### config.mk
export PLATFORM = sky130hd
export DESIGN_NAME = debounce_array_flat
export DESIGN_NICKNAME = d
export VERILOG_FILES = /design/src/rtl/debounce_array_if.sv /design/src/rtl/debounce_array.sv /design/src/flat_wrapper.sv
export SDC_FILE = /design/constraint.sdc
export NUM_CORES = 2
export LEC_CHECK = 0
export BUFFER_PORTS_ARGS = -buffer_cell sky130_fd_sc_hd__buf_2
export CAP_MARGIN = 20
export CORE_MARGIN = 3
export CORE_UTILIZATION = 55
export DETAILED_ROUTE_END_ITERATION = 12
export MAX_ROUTING_LAYER = met4
export PLACE_DENSITY_LB_ADDON = 0.25
export SLEW_MARGIN = 20
export SYNTH_ARGS = -nofsm -noshare
export SYNTH_HDL_FRONTEND = slang
export SYNTH_SLANG_ARGS = --single-unit
### constraint.sdc
create_clock -name clk -period 36.5 [get_ports clk]
set_input_delay 3.65 -clock clk [delete_from_list [all_inputs] [get_ports clk]]
set_output_delay 3.65 -clock clk [all_outputs]
set_load 0.1 [all_outputs]
### src/rtl/debounce_array_if.sv
// Pin-side and conditioned-output bundle for debounce_array.
// The slave modport is the conditioner; the master modport is its user.
interface debounce_array_if #(
    parameter int unsigned N_CH = 16
);
    logic [N_CH-1:0] raw_in;
    logic [N_CH-1:0] level;
    logic [N_CH-1:0] rise;
    logic [N_CH-1:0] fall;
    logic [N_CH-1:0] long_pulse;
    logic [N_CH-1:0] long_level;
    logic            any_rise;

    modport master (
        output raw_in,
        input  level, rise, fall, long_pulse, long_level, any_rise
    );

    modport slave (
        input  raw_in,
        output level, rise, fall, long_pulse, long_level, any_rise
    );
endinterface

### src/rtl/debounce_array.sv
// Multi-channel input conditioner: per-channel 2-flop sync, debounce and
// long-press detection, with registered edge and long-press pulses.
module debounce_array #(
    parameter int unsigned     N_CH       = 16,
    parameter int unsigned     STABLE_CNT = 100000,
    parameter int unsigned     LONG_CNT   = 200000000,
    parameter int unsigned     CNT_W      = 32,
    parameter logic [N_CH-1:0] INV_MASK   = '0
) (
    input logic             clk,
    input logic             rst,
    debounce_array_if.slave bus
);
    localparam logic [CNT_W-1:0] STABLE_TC = CNT_W'(STABLE_CNT - 1);
    localparam bit               LONG_EN   = (LONG_CNT != 0);
    localparam logic [CNT_W-1:0] LONG_TC   = LONG_EN ? CNT_W'(LONG_CNT - 1) : '0;
    localparam logic [CNT_W-1:0] CNT_ONE   = CNT_W'(1);

    logic [N_CH-1:0]  r_s1;
    logic [N_CH-1:0]  r_s2;
    logic [N_CH-1:0]  r_level;
    logic [N_CH-1:0]  r_rise;
    logic [N_CH-1:0]  r_fall;
    logic [N_CH-1:0]  r_long_pulse;
    logic [N_CH-1:0]  r_long_level;
    logic             r_any_rise;
    logic [CNT_W-1:0] r_dcnt [N_CH];
    logic [CNT_W-1:0] r_lcnt [N_CH];

    logic [N_CH-1:0]  w_x;
    logic [N_CH-1:0]  w_accept;
    logic [N_CH-1:0]  w_level_d;

    always_comb begin
        w_x      = bus.raw_in ^ INV_MASK;
        w_accept = '0;
        for (int i = 0; i < int'(N_CH); i++) begin
            w_accept[i] = (r_s2[i] != r_level[i]) && (r_dcnt[i] == STABLE_TC);
        end
        w_level_d = r_level ^ w_accept;
    end

    always_ff @(posedge clk or posedge rst) begin
        if (rst) begin
            r_s1         <= '0;
            r_s2         <= '0;
            r_level      <= '0;
            r_rise       <= '0;
            r_fall       <= '0;
            r_long_pulse <= '0;
            r_long_level <= '0;
            r_any_rise   <= 1'b0;
            for (int i = 0; i < int'(N_CH); i++) begin
                r_dcnt[i] <= '0;
                r_lcnt[i] <= '0;
            end
        end else begin
            r_s1       <= w_x;
            r_s2       <= r_s1;
            r_level    <= w_level_d;
            r_rise     <= w_accept & r_s2;
            r_fall     <= w_accept & ~r_s2;
            r_any_rise <= |(w_accept & r_s2);
            for (int i = 0; i < int'(N_CH); i++) begin
                if ((r_s2[i] == r_level[i]) || w_accept[i]) begin
                    r_dcnt[i] <= '0;
                end else begin
                    r_dcnt[i] <= r_dcnt[i] + CNT_ONE;
                end
                // Gating on the next level lets a fall pre-empt a coincident long-press.
                if (!LONG_EN || !(r_level[i] && w_level_d[i])) begin
                    r_lcnt[i]       <= '0;
                    r_long_level[i] <= 1'b0;
                    r_long_pulse[i] <= 1'b0;
                end else if (r_lcnt[i] != LONG_TC) begin
                    r_lcnt[i]       <= r_lcnt[i] + CNT_ONE;
                    r_long_pulse[i] <= 1'b0;
                end else begin
                    r_long_pulse[i] <= !r_long_level[i];
                    r_long_level[i] <= 1'b1;
                end
            end
        end
    end

    assign bus.level      = r_level;
    assign bus.rise       = r_rise;
    assign bus.fall       = r_fall;
    assign bus.long_pulse = r_long_pulse;
    assign bus.long_level = r_long_level;
    assign bus.any_rise   = r_any_rise;
endmodule

### src/flat_wrapper.sv
// flat-port wrapper written by rule: the top's interface ports become plain ports
module debounce_array_flat 
#(
    parameter int unsigned     N_CH       = 16,
    parameter int unsigned     STABLE_CNT = 100000,
    parameter int unsigned     LONG_CNT   = 200000000,
    parameter int unsigned     CNT_W      = 32,
    parameter logic [N_CH-1:0] INV_MASK   = '0
)
  (clk, rst, bus_raw_in, bus_level, bus_rise, bus_fall, bus_long_pulse, bus_long_level, bus_any_rise);
  debounce_array_if #(.N_CH(N_CH)) bus_i ();
  input logic clk;
  input logic rst;
  input wire logic [$bits(bus_i.raw_in)-1:0] bus_raw_in;
  output wire logic [$bits(bus_i.level)-1:0] bus_level;
  output wire logic [$bits(bus_i.rise)-1:0] bus_rise;
  output wire logic [$bits(bus_i.fall)-1:0] bus_fall;
  output wire logic [$bits(bus_i.long_pulse)-1:0] bus_long_pulse;
  output wire logic [$bits(bus_i.long_level)-1:0] bus_long_level;
  output wire logic [$bits(bus_i.any_rise)-1:0] bus_any_rise;
  assign bus_i.raw_in = bus_raw_in;
  assign bus_level = bus_i.level;
  assign bus_rise = bus_i.rise;
  assign bus_fall = bus_i.fall;
  assign bus_long_pulse = bus_i.long_pulse;
  assign bus_long_level = bus_i.long_level;
  assign bus_any_rise = bus_i.any_rise;
  debounce_array #(.N_CH(N_CH), .STABLE_CNT(STABLE_CNT), .LONG_CNT(LONG_CNT), .CNT_W(CNT_W), .INV_MASK(INV_MASK)) u_core (.clk(clk), .rst(rst), .bus(bus_i));
endmodule
==> results.py <==
metrics = {
    "sta": {
        "slew_headroom_pct": 25.2,
        "worst_slew_pin_slew_ns": 1.11,
        "setup_violations": 0,
        "finalCriticalPeriod_ns": 5.40,
        "timing.final.ws_setup_ns": 31.10,
        "finClkSkew_ns": 0.0241,
        "max_freq_ghz": 0.185,
        "hold_viol": 0,
        "hold_ws_ns": 0.346,
        "rsz0062_at_grt": "false",
        "slew_viol_final": 0,
        "final.setup.tns_ns": 0,
        "fin_crit_sh_pct": 14.8,
    },
    "detailed_routing": {
        "dr.pass1.iters": 8,
        "vias": 42600,
        "wl_per_cell_um": 15.3,
        "wirelength_mm": 114,
        "ant_nets": 0,
        "via_per_inst": 5.73,
        "drc": 0,
        "drt_iter0_markers": 2809,
    },
    "cells_and_area": {
        "finalNetCount": 6019,
        "multiInputGateArea_um2": 26800,
        "fill_cells": 8316,
        "regArea_um2": 28500,
        "antenna_cells": 0,
        "area_delta_synth_final_pct": 11.2,
        "drive_gt1_share_pct": 7.71,
        "utilization_pct": 62.1,
    },
    "worst_setup_path": {
        "crit_type": "in -> async",
        "reg2reg_from": "u_core.r_dcnt[429]",
        "path_max_fanout": 113,
        "startpoint": "rst",
        "rr_endpoint": "u_core.r_lcnt[433]",
        "endpoint_kind": "asynchronous set/reset pin",
        "cp_data_required_time_ns": 37.21,
        "reg2reg_setup_slack_ns": 33.53,
        "rr_worst_depth": 5,
        "cp.arrival_ns": 6.10,
        "start_kind": "input port",
        "critPathCapture": "u_core.r_s2[10]",
    },
    "clock_network": {
        "cts_buffers": 119,
        "cts_hold_buf": 0,
        "root_buffer": "clkbuf_16",
        "clk_pin_slew_ns": 0.06,
        "post_cts_buffers": 0,
        "numClockSinks": 1137,
        "clock_path_buffers": 3,
        "clk_latency_ns": 0.71,
        "cts_tree": "yes",
        "htree_num_levels": 3,
        "post_cts_resized": 0,
    },
    "logic_synthesis": {
        "avgSynthCellArea_um2": 9.55,
        "netlist_area_um2": 56400,
        "syn_inst": 5904,
        "synth_flop_cell": "dfrtp_1",
        "synthArstFlopShare_pct": 100,
        "yosys_warnings": 0,
        "synth_edf_count": 0,
        "synth_cell_types": 63,
        "synth-seq-area-share_pct": 50.5,
        "synth-seq-cells": 1137,
        "syn-num-nets": 5954,
    },
    "run": {
        "maxCapViolCount": 0,
    },
    "power_and_ir_drop": {
        "total_power_uw": 2630,
        "peakVddDrop_v": 0.0000364,
        "p_leak_uw": 0.0248,
        "p_per_area_nw_per_um2": 42.0,
    },
    "placed_design": {
        "gp_congestion": 0.852,
        "dp_hpwl_mm": 72.7,
        "dp_slack_ns": 30.06,
        "port-buffer-count": 98,
    },
    "floorplanning": {
        "ios": 99,
        "start_util_pct": 55.9,
        "die_height_um": 326,
        "core_region_area_um2": 101000,
        "row_count": 116,
        "fp.dieW_um": 326,
        "die_area_um2": 106000,
    },
    "min_path": {
        "hold_depth": 0,
        "worstHoldStart": "u_core.r_s1[0]",
        "hold_class": "reg -> reg",
    },
    "global_route": {
        "antenna_found_initial": 6,
        "track_usage_pct": 21.9,
        "grt_pass1_wl_mm": 197,
        "grt_overflow": 0,
        "grt_pass1_vias": 41200,
        "grt_max_degree": 173,
    },
    "outcome": {
        "status": "finished, final reports clean",
    },
}
## final cells by class
type | count | share of cell area, %
repair buffers | 153 | 1.53
clock buffers | 158 | 5.35
multi-input cells | 4437 | 42.8
flip-flops and latches | 1137 | 45.4
inverters | 121 | 0.737
clock inverters | 65 | 1.52
well taps | 1357 | 2.71
## per-layer routing
| metal | wire length [um] | vias to the layer above | GRT usage [%] |
|---|---|---|---|
| met3 | 4360 | 134 | 3.13 |
| li1 | - | 21000 | - |
| met2 | 53100 | 631 | 35.0 |
| met5 | 0 | - | - |
| met1 | 53700 | 20900 | 29.3 |
| met4 | 2360 | 0 | 6.11 |
## worst max-delay path, cell delays in order
cell	delay (ns)
buf_2	0.13
inv_8	0.49
buf_4	0.83
buf_4	0.81
## cell usage after synthesis, types with 13 or more instances
library cell	n	area, um^2
and4_1	141	1230
mux2_2	14	158
nand2b_1	13	81.3
nand2_1	363	1360
o21ai_0	82	410
nor4_1	239	1500
and3_1	134	838
o31ai_1	64	480
dfrtp_1	1137	28500
nand3_1	395	1980
buf_2	33	165
inv_1	121	454
xor2_1	428	3750
nor4_2	23	288
clkbuf_1	169	634
or2_2	21	131
mux2i_1	16	160
or4_1	83	623
nor2_1	1055	3960
and2_1	45	282
nand4_1	304	1900
or3_1	105	657
a21oi_1	152	761
xnor2_1	400	3500
nor3_1	172	861
nor4b_1	40	350
nor3b_1	17	128
ha_1	32	400
## power breakdown
part / switching [uW] / total, uW / internal [uW] / leakage [uW]
Sequential: 6.38 / 1270 / 1270 / 0.0158
Combinational: 37.1 / 44.6 / 7.47 / 0.00695
Clock: 511 / 1310 / 801 / 0.00211
## logic make-up (layout without fill, tap and decap cells)
family	after synthesis	after routing	synth area share [%]
muxes	30	30	0.564
adders and majority gates	32	32	0.710
xor gates and xnor gates	828	828	12.9
buffers and inverters	330	497	2.32
DFF	1137	1137	50.5
and+or+nand+nor	3199	3199	29.5
AOI/OAI and AO/OA	348	348	3.61
## sequential cells by signal (all words and copies together), names as in the netlist, named ones only
name	count
u_core.r_dcnt	512
u_core.r_lcnt	512
u_core.bus.fall	16
u_core.bus.long_level	16
u_core.bus.long_pulse	16
u_core.bus.rise	16
u_core.r_s1	16
u_core.r_s2	16
u_core.bus.any_rise	1
## worst min-delay path by stage
stage	endpoint
floorplan	u_core.r_s2[0]
global placement	u_core.r_s2[8]
detailed placement	u_core.r_s2[8]
CTS	u_core.r_s2[0]
global route	u_core.r_s2[0]
finish	u_core.r_s2[0]
## stage by stage
stage | instance area [um^2] | instances
after floorplan | 56400 | 5904
after global placement | 58300 | 7200
after detailed placement | 58300 | 7202
after CTS | 62600 | 7425
after global routing | 62700 | 7428
final | 62700 | 7428
## layout by cell type (no fill, tap or decap), drive strengths merged, types with 16 or more instances in the layout
cell and instances:
inv 126, buf 153, clkinv 29, xnor2 400
or2 23, ha 32, xor2 428, and3 134
clkbuf 158, o31ai 64, mux2i 16, nor2 1055
o21ai 94, nand4 304, and4 142, dfrtp 1137
and2 46, nor3 172, nand3 395, or3 105
or4 84, bufinv 22, nand2 365, nor3b 17
a21oi 152, nor4b 44, nor4 262
Power figures use the tool's default switching activity.
